## config.mk

```make
export PLATFORM = sky130hd
export DESIGN_NAME = fifo_sync_param_flat
export DESIGN_NICKNAME = d
export VERILOG_FILES = /design/src/rtl/fifo_pkg.sv /design/src/rtl/fifo_sync_param_if.sv /design/src/rtl/fifo_ram.sv /design/src/rtl/fifo_sync_param.sv /design/src/flat_wrapper.sv
export SDC_FILE = /design/constraint.sdc
export NUM_CORES = 1
export LEC_CHECK = 0
export CAP_MARGIN = 20
export CORE_MARGIN = 2
export CORE_UTILIZATION = 40
export DETAILED_ROUTE_END_ITERATION = 16
export GPL_TIMING_DRIVEN = 0
export PLACE_DENSITY = 0.54
export REMOVE_ABC_BUFFERS = 1
export SLEW_MARGIN = 25
export SYNTH_ARGS = -nofsm -noshare
export SYNTH_HDL_FRONTEND = slang
export SYNTH_SLANG_ARGS = --single-unit
```

## constraint.sdc

```tcl
create_clock -name clk -period 4 [get_ports clk]
set_input_delay 1 -clock clk [delete_from_list [all_inputs] [get_ports clk]]
set_output_delay 1 -clock clk [all_outputs]
set_load 0.01 [all_outputs]
```

## src/rtl/fifo_pkg.sv

```systemverilog
// Shared types, defaults and width helpers for the parametrised synchronous FIFO.
// Used by the interface, the FIFO RTL and its testbench.
package fifo_pkg;

    typedef enum logic {
        FIFO_STD,
        FIFO_FWFT
    } fifo_mode_e;

    localparam int DEF_DATA_W = 8;
    localparam int DEF_DEPTH  = 16;

    // Occupancy needs one bit more than the pointers so that DEPTH itself is representable.
    function automatic int cnt_w(input int depth);
        return $clog2(depth) + 1;
    endfunction

endpackage

```

## src/rtl/fifo_sync_param_if.sv

```systemverilog
// Producer/consumer pin bundle of the synchronous FIFO.
// The master side drives the i_* requests; the slave side (the FIFO) drives the o_* status and data.
interface fifo_sync_param_if #(
    parameter int DATA_W = fifo_pkg::DEF_DATA_W,
    parameter int DEPTH  = fifo_pkg::DEF_DEPTH
);
    import fifo_pkg::*;

    localparam int CW = cnt_w(DEPTH);

    logic              i_wren;
    logic [DATA_W-1:0] i_wrdata;
    logic              i_rden;
    logic              i_clr_err;
    logic [DATA_W-1:0] o_rddata;
    logic              o_full;
    logic              o_alm_full;
    logic              o_empty;
    logic              o_alm_empty;
    logic [CW-1:0]     o_count;
    logic              o_overflow;
    logic              o_underflow;

    modport master (
        output i_wren, i_wrdata, i_rden, i_clr_err,
        input  o_rddata, o_full, o_alm_full, o_empty, o_alm_empty,
               o_count, o_overflow, o_underflow
    );

    modport slave (
        input  i_wren, i_wrdata, i_rden, i_clr_err,
        output o_rddata, o_full, o_alm_full, o_empty, o_alm_empty,
               o_count, o_overflow, o_underflow
    );

endinterface

```

## src/rtl/fifo_ram.sv

```systemverilog
// Simple dual-port DEPTH x DATA_W storage: synchronous write, asynchronous read.
// Contents are deliberately left unreset.
module fifo_ram #(
    parameter int DATA_W = 8,
    parameter int DEPTH  = 16
) (
    input  logic                     clk,
    input  logic                     i_we,
    input  logic [$clog2(DEPTH)-1:0] i_waddr,
    input  logic [DATA_W-1:0]        i_wdata,
    input  logic [$clog2(DEPTH)-1:0] i_raddr,
    output logic [DATA_W-1:0]        o_rdata
);

    logic [DATA_W-1:0] r_mem [DEPTH];

    always_ff @(posedge clk) begin
        if (i_we) begin
            r_mem[i_waddr] <= i_wdata;
        end
    end

    assign o_rdata = r_mem[i_raddr];

endmodule

```

## src/rtl/fifo_sync_param.sv

```systemverilog
// Parametrised single-clock FIFO with thresholds, occupancy count, sticky errors and STD/FWFT read modes.
// Accept decisions only look at the registered flags, so nothing passes through in the same cycle.
module fifo_sync_param import fifo_pkg::*; #(
    parameter int         DATA_W       = DEF_DATA_W,
    parameter int         DEPTH        = DEF_DEPTH,
    parameter int         ALM_FULL_TH  = DEPTH - 2,
    parameter int         ALM_EMPTY_TH = 2,
    parameter fifo_mode_e MODE         = FIFO_STD
) (
    input  logic               clk,
    input  logic               rst,
    fifo_sync_param_if.slave   bus
);

    localparam int AW = $clog2(DEPTH);
    localparam int CW = cnt_w(DEPTH);

    if (DEPTH < 4 || (DEPTH & (DEPTH - 1)) != 0) begin : g_bad_depth
        $error("fifo_sync_param: DEPTH must be a power of 2 and >= 4");
    end
    if (ALM_FULL_TH < 1 || ALM_FULL_TH > DEPTH) begin : g_bad_afull
        $error("fifo_sync_param: ALM_FULL_TH must lie in 1..DEPTH");
    end
    if (ALM_EMPTY_TH < 0 || ALM_EMPTY_TH > DEPTH - 1) begin : g_bad_aempty
        $error("fifo_sync_param: ALM_EMPTY_TH must lie in 0..DEPTH-1");
    end

    logic [AW-1:0]     r_wr_ptr;
    logic [AW-1:0]     r_rd_ptr;
    logic [CW-1:0]     r_count;
    logic              r_full;
    logic              r_alm_full;
    logic              r_empty;
    logic              r_alm_empty;
    logic              r_overflow;
    logic              r_underflow;
    logic              w_wr_acc;
    logic              w_rd_acc;
    logic [CW-1:0]     w_count_next;
    logic [DATA_W-1:0] w_ram_rddata;

    always_comb begin
        w_wr_acc     = bus.i_wren && !r_full;
        w_rd_acc     = bus.i_rden && !r_empty;
        w_count_next = r_count + CW'(w_wr_acc) - CW'(w_rd_acc);
    end

    fifo_ram #(
        .DATA_W (DATA_W),
        .DEPTH  (DEPTH)
    ) u_ram (
        .clk     (clk),
        .i_we    (w_wr_acc),
        .i_waddr (r_wr_ptr),
        .i_wdata (bus.i_wrdata),
        .i_raddr (r_rd_ptr),
        .o_rdata (w_ram_rddata)
    );

    // Flags come from the next count so they line up with o_count in the same cycle.
    always_ff @(posedge clk) begin
        if (rst) begin
            r_wr_ptr    <= '0;
            r_rd_ptr    <= '0;
            r_count     <= '0;
            r_full      <= 1'b0;
            r_alm_full  <= 1'b0;
            r_empty     <= 1'b1;
            r_alm_empty <= 1'b1;
        end else begin
            if (w_wr_acc) begin
                r_wr_ptr <= r_wr_ptr + 1'b1;
            end
            if (w_rd_acc) begin
                r_rd_ptr <= r_rd_ptr + 1'b1;
            end
            r_count     <= w_count_next;
            r_full      <= (w_count_next == CW'(DEPTH));
            r_alm_full  <= (w_count_next >= CW'(ALM_FULL_TH));
            r_empty     <= (w_count_next == '0);
            r_alm_empty <= (w_count_next <= CW'(ALM_EMPTY_TH));
        end
    end

    // A new error outranks a coincident clear.
    always_ff @(posedge clk) begin
        if (rst) begin
            r_overflow  <= 1'b0;
            r_underflow <= 1'b0;
        end else begin
            if (bus.i_wren && r_full) begin
                r_overflow <= 1'b1;
            end else if (bus.i_clr_err) begin
                r_overflow <= 1'b0;
            end
            if (bus.i_rden && r_empty) begin
                r_underflow <= 1'b1;
            end else if (bus.i_clr_err) begin
                r_underflow <= 1'b0;
            end
        end
    end

    if (MODE == FIFO_STD) begin : g_std
        logic [DATA_W-1:0] r_rddata;

        always_ff @(posedge clk) begin
            if (rst) begin
                r_rddata <= '0;
            end else if (w_rd_acc) begin
                r_rddata <= w_ram_rddata;
            end
        end

        assign bus.o_rddata = r_rddata;
    end else begin : g_fwft
        assign bus.o_rddata = w_ram_rddata;
    end

    assign bus.o_full      = r_full;
    assign bus.o_alm_full  = r_alm_full;
    assign bus.o_empty     = r_empty;
    assign bus.o_alm_empty = r_alm_empty;
    assign bus.o_count     = r_count;
    assign bus.o_overflow  = r_overflow;
    assign bus.o_underflow = r_underflow;

endmodule

```

## src/flat_wrapper.sv

```systemverilog
// flat-port wrapper written by rule: the top's interface ports become plain ports
module fifo_sync_param_flat import fifo_pkg::*;
#(
    parameter int         DATA_W       = DEF_DATA_W,
    parameter int         DEPTH        = DEF_DEPTH,
    parameter int         ALM_FULL_TH  = DEPTH - 2,
    parameter int         ALM_EMPTY_TH = 2,
    parameter fifo_mode_e MODE         = FIFO_STD
)
  (clk, rst, bus_i_wren, bus_i_wrdata, bus_i_rden, bus_i_clr_err, bus_o_rddata, bus_o_full, bus_o_alm_full, bus_o_empty, bus_o_alm_empty, bus_o_count, bus_o_overflow, bus_o_underflow);
  fifo_sync_param_if #(.DATA_W(DATA_W), .DEPTH(DEPTH)) bus_i ();
  input  logic clk;
  input  logic rst;
  input wire logic [$bits(bus_i.i_wren)-1:0] bus_i_wren;
  input wire logic [$bits(bus_i.i_wrdata)-1:0] bus_i_wrdata;
  input wire logic [$bits(bus_i.i_rden)-1:0] bus_i_rden;
  input wire logic [$bits(bus_i.i_clr_err)-1:0] bus_i_clr_err;
  output wire logic [$bits(bus_i.o_rddata)-1:0] bus_o_rddata;
  output wire logic [$bits(bus_i.o_full)-1:0] bus_o_full;
  output wire logic [$bits(bus_i.o_alm_full)-1:0] bus_o_alm_full;
  output wire logic [$bits(bus_i.o_empty)-1:0] bus_o_empty;
  output wire logic [$bits(bus_i.o_alm_empty)-1:0] bus_o_alm_empty;
  output wire logic [$bits(bus_i.o_count)-1:0] bus_o_count;
  output wire logic [$bits(bus_i.o_overflow)-1:0] bus_o_overflow;
  output wire logic [$bits(bus_i.o_underflow)-1:0] bus_o_underflow;
  assign bus_i.i_wren = bus_i_wren;
  assign bus_i.i_wrdata = bus_i_wrdata;
  assign bus_i.i_rden = bus_i_rden;
  assign bus_i.i_clr_err = bus_i_clr_err;
  assign bus_o_rddata = bus_i.o_rddata;
  assign bus_o_full = bus_i.o_full;
  assign bus_o_alm_full = bus_i.o_alm_full;
  assign bus_o_empty = bus_i.o_empty;
  assign bus_o_alm_empty = bus_i.o_alm_empty;
  assign bus_o_count = bus_i.o_count;
  assign bus_o_overflow = bus_i.o_overflow;
  assign bus_o_underflow = bus_i.o_underflow;
  fifo_sync_param #(.DATA_W(DATA_W), .DEPTH(DEPTH), .ALM_FULL_TH(ALM_FULL_TH), .ALM_EMPTY_TH(ALM_EMPTY_TH), .MODE(MODE)) u_core (.clk(clk), .rst(rst), .bus(bus_i));
endmodule
```

==> summary.md, run 1 <==
| Metric | Value |
|---|---|
| Layout Nets | `roughly 420` |
| Initial antenna violation count | `0` |
| CTS Buffer Depth | `2` |
| CTS clk-pin slew, worst paths | `roughly 0.06 ns` |
| Worst-path maximum fanout | `8` |
| Root Driver | `clkbuf_16` |
| Max VDD drop | `roughly 310 uV` |
| Residual DRC count | `0` |
| Port bufs | `31` |
| Dpl hpwl | `7840 um` |
| Post-Syn Area | `approximately 6100 um2` |
| DRT Wirelength | `12300 um` |
| Pre-CTS WS | `around 0.0070 ns` |
| # hold bufs at CTS | `0` |
| Slowest Stage Delay on Critical Path | `0.55 ns` |
| Instance count on the critical path | `10` |
| RR Endpoint | `u_core.bus.o_full` |
| Leakage | `approximately 0.0023 uW` |
| Crit path time final | `3.59 ns` |
| Critical path startpoint category | `input pin` |
| Crit-path most repeated cell | `ha_1` |
| Post-CTS setup buffers | `0` |
| Status | `completed` |
| GR Overflow Total | `0` |
| Register area share after synthesis | `72.1%` |
| Final setup skew | `0.00654 ns` |
| Fraction of layout cells with a size suffix above 1 | `roughly 15%` |
| CP cell instances | `clkdlybuf4s50_1 -> nor2b_1 -> ha_1 -> inv_1 -> ha_1 -> fa_1 -> a21o_1 -> a21oi_1 -> mux2i_1 -> nor3b_1` |
| Die Y | `around 130 um` |
| DRT antenna net count | `0` |
| Placed cell area | `6640 um2` |
| Setup CP Type | `input pin to flop` |
| Critical Path AT | `just under 4 ns` |
| R2R depth | `9` |
| Total GRT Usage | `about 16%` |
| R2r startpoint | `u_core.bus.o_empty` |
| PD cells | `just under 600 nW/um2` |
| Worst-margin pin slew | `a little over 1 ns` |
| Buf+Inv Stages, Crit Path | `2` |
| Seq cells post-synth | `~160` |
| Synthesis Warnings | `0` |
| F_max | `roughly 0.28 GHz` |
| Vias after detailed routing | `3045` |
| Crit share post-route | `between 80 and 90%` |
| CP delay by family, top | `adder cells` |
| H-tree Lvls | `4` |
| Cells after synthesis | `between 300 and 400` |
| Final Instance Count excl. Fillers | `596` |
| Worst skew pair latency | `around 0.43 ns` |
| First-pass GRT wire length | `18800 um` |
| Finished Cell Area | `roughly 7200 um2` |
| RSZ-0062 raised after global routing | `false` |
| Fin. max-slew vios | `0` |
| Drt first pass iters | `4` |
| HP Class | `flop to flop` |
| TritonCTS clock tree | `built` |
| Worst setup path endpoint | `u_core.bus.o_full` |
| DRT iter0 DRCs | `~180` |
| Max cap viols | `0` |
| Vias in the first global route | `around 3.1k` |
| Starting Density | `about 40%` |
| Via-to-Cell Ratio | `~5` |
| GP Congestion | `0.745` |
| Routed len/inst | `20.7 um` |
| Clock sink total | `155` |
| DP Cell Count | `564` |
| Critical path data required time | `between 4 and 5 ns` |
| CORE AREA | `15000 um2` |
| Largest net degree at the start of global routing | `27` |
| Area grow syn2layout | `18.9%` |
| Unique masters post-synth | `36` |
| Die ar. | `about 16000 um2` |
| Row cnt | `45` |
| Worst hold slack | `just under 0.5 ns` |
| Post-Syn Area per Cell | `17.0 um2` |
| Hold Fails Final Rpt | `0` |
| CTS resizes | `0` |
| Relative slew slack | `around a third` |
| I/O pin count | `32` |
| Num CTS Buffers | `17` |
| CP Capture Type | `flop` |
| # setup viols final | `0` |
| Origin of the worst min-delay path | `u_core.bus.o_rddata[7]` |
| Worst setup margin | `slightly above 0.4 ns` |
| Critical path's slowest cell | `nor2b_1` |
| R2R setup slack | `roughly 1.2 ns` |
| CP Launch Point | `bus_i_rden` |
| Die X | `between 100 and 150 um` |
| # diodes | `0` |
| Total negative setup slack | `0 ns` |
cell families (layout without fill, tap and decap cells):
kind of cell	count (synthesis)	count (layout)	synth area share (%)
flops	155	155	72.1
simple gates	56	56	4.26
compound gates	40	40	4.67
fa+ha+maj	11	11	2.39
mux	57	57	13.1
buf+inv	28	79	2.06
xor+xnor	10	10	1.44
cells in the mapped netlist:
library cell / n / area [um2]
a21o_1: 2 / 15.0
or2_2: 1 / 6.26
ha_1: 10 / 125
nand2_1: 8 / 30.0
and3_1: 1 / 6.26
nand2b_1: 2 / 12.5
clkbuf_2: 1 / 5.00
o31ai_1: 1 / 7.51
xor2_1: 4 / 35.0
and2_1: 3 / 18.8
buf_4: 3 / 22.5
nor3_1: 4 / 20.0
nor2b_1: 6 / 37.5
a2111oi_0: 1 / 8.76
xnor2_1: 6 / 52.6
mux2i_1: 38 / 380
a31o_2: 1 / 8.76
fa_1: 1 / 20.0
inv_1: 10 / 37.5
nor2_1: 27 / 101
clkbuf_1: 7 / 26.3
mux4_2: 18 / 405
a22oi_1: 17 / 128
nand4_1: 1 / 6.26
edfxtp_1: 128 / 3840
nand3b_1: 1 / 7.51
mux2_2: 1 / 11.3
dfxtp_1: 27 / 541
buf_1: 1 / 3.75
nor3b_1: 1 / 7.51
o21ai_0: 4 / 20.0
o21ai_1: 4 / 20.0
buf_2: 6 / 30.0
nand3_1: 1 / 5.00
a32oi_1: 7 / 61.3
a21oi_1: 3 / 15.0
metrics by stage:
step           util (%)  power, uW
4_1_cts            48.1       4240
2_1_floorplan         -       2360
3_5_place_dp       44.2       2640
6_report           48.1       4210
3_3_place_gp       43.5       2620
5_1_grt            48.1       4370
power by group:
part / switching [uW] / total (uW) / leakage [uW] / internal (uW)
Clock: 627 / 1600 / 0.000284 / 977
Combinational: 346 / 679 / 0.000657 / 333
Sequential: 72.2 / 1920 / 0.00138 / 1850
worst reg2reg max path, cell delays in order, from the launching register on:
cell,delay (ns)
dfxtp_1,0.33
nor2b_1,0.53
ha_1,0.22
inv_1,0.04
ha_1,0.21
fa_1,0.41
a21o_1,0.17
a21oi_1,0.26
mux2i_1,0.36
nor3b_1,0.22
registers in the layout, summed over array words and instances, names as in the netlist:
name                    count
u_core.u_ram.r_mem        128
u_core.bus.o_rddata         8
u_core.bus.o_count          5
u_core.r_rd_ptr             4
u_core.r_wr_ptr             4
u_core.bus.o_alm_empty      1
u_core.bus.o_alm_full       1
u_core.bus.o_empty          1
u_core.bus.o_full           1
u_core.bus.o_overflow       1
u_core.bus.o_underflow      1
routing by layer:
metal | wire (um) | up-vias | share of wire, % | GRT usage, %
met5 | 0 | - | 0 | 0
met3 | 423 | 20 | 3.4 | 4.06
met4 | 233 | 0 | 1.9 | 6.98
met1 | 5600 | 1521 | 45 | 21.7
met2 | 6060 | 48 | 49 | 26.2
li1 | - | 1456 | - | -
placed cells by master (no fill, tap or decap), types with 2 or more instances in the layout:
cell and count:
clkbuf_16 17, buf_4 4, mux4_2 18, bufinv_16 3
nor2b_1 6, a21o_1 2, o21ai_0 4, clkdlybuf4s50_1 31
ha_1 10, nor3_2 4, a32oi_1 7, nand2b_1 2
mux2i_1 38, nand2_1 8, o21ai_1 4, clkinv_2 3
nor2_2 2, dfxtp_1 25, nor2_1 25, xor2_1 4
inv_1 10, clkbuf_1 3, a21oi_1 3, a22oi_1 17
and2_1 3, xnor2_1 6, clkinv_1 2, inv_6 2
edfxtp_1 128
worst min path at each step:
stage                        endpoint  slack, ns  cells past startpoint
3_3_place_gp   u_core.bus.o_rddata[5]       0.46                      2
2_1_floorplan      u_core.r_rd_ptr[3]       0.48                      2
3_5_place_dp   u_core.bus.o_rddata[7]       0.48                      2
4_1_cts        u_core.bus.o_rddata[7]       0.49                      2
5_1_grt        u_core.bus.o_rddata[3]       0.52                      2
6_report       u_core.bus.o_rddata[7]       0.49                      2
area by class of cell:
type | instances | area [um2]
repair buffers | 37 | 388
inverters | 10 | 37.5
flip-flops and latches | 155 | 4390
clock inverters | 12 | 146
well taps | 188 | 235
fillers | 1249 | 7800
clock buffers | 20 | 437
multi-input cells | 174 | 1600
No activity file was read; power rests on OpenSTA's default activity.
==> run 2, diff against run 1 <==
--- a/config.mk
+++ b/config.mk
@@ -5,7 +5,6 @@
 export SDC_FILE = /design/constraint.sdc
 export NUM_CORES = 1
 export LEC_CHECK = 0
-export CAP_MARGIN = 20
 export CORE_MARGIN = 2
 export CORE_UTILIZATION = 40
 export DETAILED_ROUTE_END_ITERATION = 16
==> results of run 2 <==
Final layout, timing and power as in run 1 (identical DEF).
==> run 3, diff against run 2 <==
--- a/config.mk
+++ b/config.mk
@@ -6,10 +6,10 @@
 export NUM_CORES = 1
 export LEC_CHECK = 0
 export CORE_MARGIN = 2
-export CORE_UTILIZATION = 40
+export CORE_UTILIZATION = 30
 export DETAILED_ROUTE_END_ITERATION = 16
 export GPL_TIMING_DRIVEN = 0
-export PLACE_DENSITY = 0.54
+export PLACE_DENSITY = 0.43
 export REMOVE_ABC_BUFFERS = 1
 export SLEW_MARGIN = 25
 export SYNTH_ARGS = -nofsm -noshare
==> summary.md, run 3 (synthesis results as in run 1) <==
| Metric | Value |
|---|---|
| Sequential fraction of design power | `around 45%` |
| PD cells | `584 nW/um2` |
| Starting Density | `between 30 and 40%` |
| # hold bufs at CTS | `0` |
| # diodes | `0` |
| Filler cell count | `between 1.5k and 2k` |
| Hold Fails Final Rpt | `0` |
| Critical path's slowest cell | `nor2b_1` |
| Status | `completed` |
| Fraction of layout cells with a size suffix above 1 | `between 10% and 20%` |
| R2R depth | `9` |
| Residual DRC count | `0` |
| Root Driver | `clkbuf_16` |
| Slowest Stage Delay on Critical Path | `between 0.5 and 0.6 ns` |
| Max VDD drop | `between 300 and 400 uV` |
| HP Class | `flop to flop` |
| Core Util, Final | `36.8%` |
| Row cnt | `52` |
| Finished Cell Area | `7380 um2` |
| Worst hold slack | `roughly 0.49 ns` |
| Largest net degree at the start of global routing | `40` |
| I/O pin count | `32` |
| Die Y | `146 um` |
| Dpl hpwl | `8230 um` |
| Final setup skew | `around 0.014 ns` |
| CTS resizes | `0` |
| Total GRT Usage | `about 13%` |
| Int Pwr | `~3200 uW` |
| CP Capture Type | `flop` |
| CP delay by family, top | `adder cells` |
| Relative slew slack | `~31%` |
| Post-CTS setup buffers | `0` |
| Initial antenna violation count | `0` |
| R2r startpoint | `u_core.bus.o_empty` |
| H-tree Lvls | `4` |
| DRT iter0 DRCs | `166` |
| Critical path startpoint category | `input pin` |
| CP Launch Point | `bus_i_rden` |
| Worst skew pair latency | `approximately 0.42 ns` |
| CTS clk-pin slew, worst paths | `about 0.060 ns` |
| Crit path time final | `3.62 ns` |
| TritonCTS clock tree | `built` |
| GR Overflow Total | `0` |
| Max FFs per register | `approximately 130` |
| Worst setup path endpoint | `u_core.bus.o_full` |
| Vias in the first global route | `roughly 3.2k` |
| Vias after detailed routing | `slightly above 3k` |
| Die ar. | `21400 um2` |
| Layout Nets | `around 420` |
| Critical Path AT | `slightly below 4 ns` |
| GP Congestion | `a little over 0.7` |
| Fin. max-slew vios | `0` |
| Crit share post-route | `between 90% and 100%` |
| Port bufs | `31` |
| Instance count on the critical path | `10` |
| Worst-path maximum fanout | `8` |
| CORE AREA | `20000 um2` |
| Combinational Power Share | `between 10% and 20%` |
| Num CTS Buffers | `17` |
| Area grow syn2layout | `21.4%` |
| Worst-margin pin slew | `between 1 and 1.5 ns` |
| RSZ-0062 raised after global routing | `false` |
| Buf+Inv Stages, Crit Path | `2` |
| Total negative setup slack | `0 ns` |
| DRT antenna net count | `0` |
| Most common cell after layout, fill and taps aside | `edfxtp_1` |
| CTS Buffer Depth | `2` |
| Max cap viols | `0` |
| Most frequent cells in the layout | `128 x edfxtp_1, 38 x mux2i_1, 31 x clkdlybuf4s50_1` |
| Die X | `146 um` |
| Leakage | `between 0.002 and 0.0025 uW` |
| Placed cell area | `6750 um2` |
| DRT Wirelength | `13000 um` |
| Net Sw Frac | `24.9%` |
| CP cell instances | `clkdlybuf4s50_1 -> nor2b_1 -> ha_1 -> inv_1 -> ha_1 -> fa_1 -> a21o_1 -> a21oi_1 -> mux2i_1 -> nor3b_1` |
| Clock sink total | `155` |
| Net Sw Power | `approximately 1100 uW` |
| Crit-path most repeated cell | `ha_1` |
| Largest reg by FF count | `u_core.u_ram.r_mem` |
| First-pass GRT wire length | `approximately 20000 um` |
| RR Endpoint | `u_core.bus.o_full` |
| Drt first pass iters | `4` |
| Clk network pwr share | `between 30% and 40%` |
| Hold depth | `2` |
| Setup CP Type | `input pin to flop` |
| Critical path data required time | `4.33 ns` |
| Routed len/inst | `~19 um` |
| Via-to-Cell Ratio | `between 4 and 5` |
| F_max | `between 0.2 and 0.3 GHz` |
| R2R setup slack | `1.14 ns` |
| # setup viols final | `0` |
## run 3: cell count changes in the layout (fill, tap and decap cells not counted)
cell / delta
inv_8: +3
clkinv_1: -2
buf_12: -1
buf_16: +1
bufinv_16: +1
clkinv_2: -1
clkinv_4: -1
clkinvlp_4: +1
inv_6: -1
## run 3: final cells by class
class / count / area [um2] / share of cell area (%)
Clock buffer: 20 / 437 / 5.92
Clock inverter: 12 / 188 / 2.54
Sequential cell: 155 / 4390 / 59.5
Inverter: 10 / 37.5 / 0.508
Tap cell: 270 / 338 / 4.58
Timing Repair Buffer: 37 / 395 / 5.36
Multi-Input combinational cell: 174 / 1600 / 21.6
## run 3: routing by layer
layer	track usage (%)	up-vias	part of all wire [%]
li1	-	1456	-
met1	16.8	1587	48
met2	20.3	31	49
met3	3.22	10	2.0
met4	4.56	0	0.97
met5	0	-	0
## run 3: tightest hold or removal path, cell delays in order, from the launching register on
cell and delay (ns):
dfxtp_1 0.34, a32oi_1 0.06, o21ai_0 0.06
## run 3: worst min-delay path by stage
stage	startpoint	end	slack [ns]
global route	u_core.bus.o_rddata[1]	u_core.bus.o_rddata[1]	0.52
finish	u_core.bus.o_rddata[3]	u_core.bus.o_rddata[3]	0.49
global placement	u_core.bus.o_rddata[0]	u_core.bus.o_rddata[0]	0.49
detailed placement	u_core.bus.o_rddata[1]	u_core.bus.o_rddata[1]	0.48
CTS	u_core.bus.o_rddata[1]	u_core.bus.o_rddata[1]	0.50
floorplan	u_core.r_rd_ptr[3]	u_core.r_rd_ptr[3]	0.48
## run 3: metrics by stage
stage | worst slack [ns] | cells | power (uW)
6_report | 0.378 | 678 | 4310
5_1_grt | 0.169 | 678 | 4500
4_1_cts | 0.349 | 678 | 4370
3_5_place_dp | -0.0696 | 646 | 2650
3_3_place_gp | -0.0828 | 640 | 2640
2_1_floorplan | 0.879 | 339 | 2360
## run 3: power groups by stage
stage / sequential [uW] / clock, uW / combinational, uW
2_1_floorplan: 1970 / 0 / 390
3_3_place_gp: 1970 / 0 / 671
3_5_place_dp: 1960 / 0 / 690
4_1_cts: 1930 / 1750 / 693
5_1_grt: 1940 / 1810 / 757
6_report: 1920 / 1710 / 683
==> edit, RTL diff (config.mk and constraints of run 3) <==
Set the package constant `DEF_DATA_W` to 6 (it was 8).
--- a/src/rtl/fifo_pkg.sv
+++ b/src/rtl/fifo_pkg.sv
@@ -9,3 +9,3 @@
 
-    localparam int DEF_DATA_W = 8;
+    localparam int DEF_DATA_W = 6;
     localparam int DEF_DEPTH  = 16;
Interface: changed (resized bus_i_wrdata and bus_o_rddata); port bits go from 32 to 28. The function was not compared with the original's and may differ.
==> edit against run 3 <==
  * Fmax rose by 0.94%
  * Synthesized area fell by 19%
  * Sequential cell count fell by 34
  * Power fell by 6.5%
  * Worst setup slack improved by 0.034 ns
  * Highest routed layer unchanged
  * Register-to-register slack improved by 0.04 ns
  * Hold slack got worse by 0.010 ns
  * Final area fell by 17%
  * Combinational power rose by 6.3%
  * Die area fell by 19%
  * Clock skew fell by 0.0065 ns
  * Routed wire length fell by 19%
  * Global-route usage rose by 0.31 points
==> edit: results (changes against run 3) <==
grt:
  grt_use_met3_pct: 4.08  # +0.86 points
  first_global_vias: 2745  # -15%
  antenna_found_initial: 0  # unchanged
  groute.usage.overall_pct: 13.0  # +0.31 points
  grt_max_degree: 29  # -28%
  grtUsageMet1_pct: 16.6  # -0.22 points
  use_met2_pct: 20.5  # +0.26 points
  grt_pass1_wl_um: 16300  # -17%
detailed_routing:
  wl_met1_um: 4950  # -21%
  via_count: 2635  # -15%
  drt-total-wl_um: 10500  # -19%
  route.met3.wl_um: 476  # +87%
  drt_iter0_drc: 173  # +4.2%
  met2WireLength_um: 4950  # -22%
yosys:
  synth_common_cells: "edfxtp_1, mux2i_1, nor2_1, dfxtp_1, nand2_1"
  ys_types: 40  # +11%
  synthArstFlopShare_pct: 0  # unchanged
  synthTopCellsByArea: "edfxtp_1, dfxtp_1, mux2i_1"
  synthFlopType: "edfxtp_1"
  synth_edf_count: 96  # -25%
  ys_seq_area_share_pct: 68.7  # -3.4 points
sta:
  fin_worst_skew_ns: 0.00804  # -0.00645 ns
  worstMarginPinSlew_ns: 0.963  # -0.0635 ns
  post-route-min-period_ns: 3.59  # -0.0338 ns
pwr:
  ir_drop_mv: 0.399  # +32%
  p_leak_uw: 0.00200  # -14%
  p_int_uw: 3050  # -5.8%
cells_and_area:
  largest_reg_flops: 96  # -25%
  nFillCells: 1501  # -22%
  layout-drive-gt1-share_pct: 13.7  # -2.0 points
  nets: 373  # -11%
  diodes: 0  # unchanged
placed_design:
  place_area_um2: 5400  # -20%
  place_congestion: 0.721  # -0.18%
  dp_hpwl_um: 6710  # -18%
  io_buffers: 27  # -13%
clock_tree:
  postCtsSetupRepairBufs: 0  # unchanged
  cts_resized: 0  # unchanged
  clockBufferDepth: 2  # unchanged
status:
  status: "completed"
setup_path:
  cp_max_fo: 8  # unchanged
min_path:
  hp-start: "u_core.bus.o_rddata[4]"
edit: worst paths after layout:
kind	endpoint	slack, ns
max reg2reg	u_core.bus.o_full	1.18
max	u_core.bus.o_full	0.41
min reg2reg	u_core.bus.o_rddata[4]	0.48
min	u_core.bus.o_rddata[4]	0.48
edit: kinds of logic (layout without fill, tap and decap cells):
logic type / after synthesis / in the layout / synth area share [%]
AO/OA/AOI/OAI: 35 / 35 / 6.20
flip-flops: 121 / 121 / 68.7
buffers and inverters: 27 / 71 / 2.79
AND/OR/NAND/NOR: 72 / 72 / 6.73
multiplexers: 44 / 44 / 10.7
adder cells (fa/ha/maj): 11 / 11 / 2.95
XOR/XNOR: 10 / 10 / 1.93
edit: area by class of cell:
type	instances	area (um^2)	area share, %
clock buffer	21	460	7.53
clock inverter	11	240	3.93
inverter	11	41.3	0.676
multi-input combinational	172	1420	23.3
sequential	121	3390	55.4
tap	216	270	4.42
timing repair buffer	28	290	4.75
edit: critical path, stage by stage:
cell	delay, ns
clkdlybuf4s50_1	0.48
nor2b_1	0.62
ha_1	0.22
inv_1	0.04
ha_1	0.22
fa_1	0.41
a21o_1	0.20
a21oi_4	0.22
mux2i_4	0.33
nor3b_2	0.19
edit: stage by stage:
stage                     util [%]  hold WS [ns]  worst slack [ns]  cells  TNS, ns
after CTS                     38.3         0.486             0.343    580        0
final                         38.3         0.483             0.412    580        0
after floorplan                  -         0.503             0.897    304        0
after detailed placement      33.9         0.469           -0.0885    548   -0.115
after global routing          38.3         0.502             0.199    580        0
after global placement        33.7         0.471           -0.0702    547  -0.0702
edit: power groups by stage:
stage	Clock, uW	Combinational (uW)	Sequential, uW
floorplan	0	462	1540
global placement	0	726	1530
detailed placement	0	733	1530
CTS	1840	740	1510
global route	1900	805	1520
finish	1800	726	1510
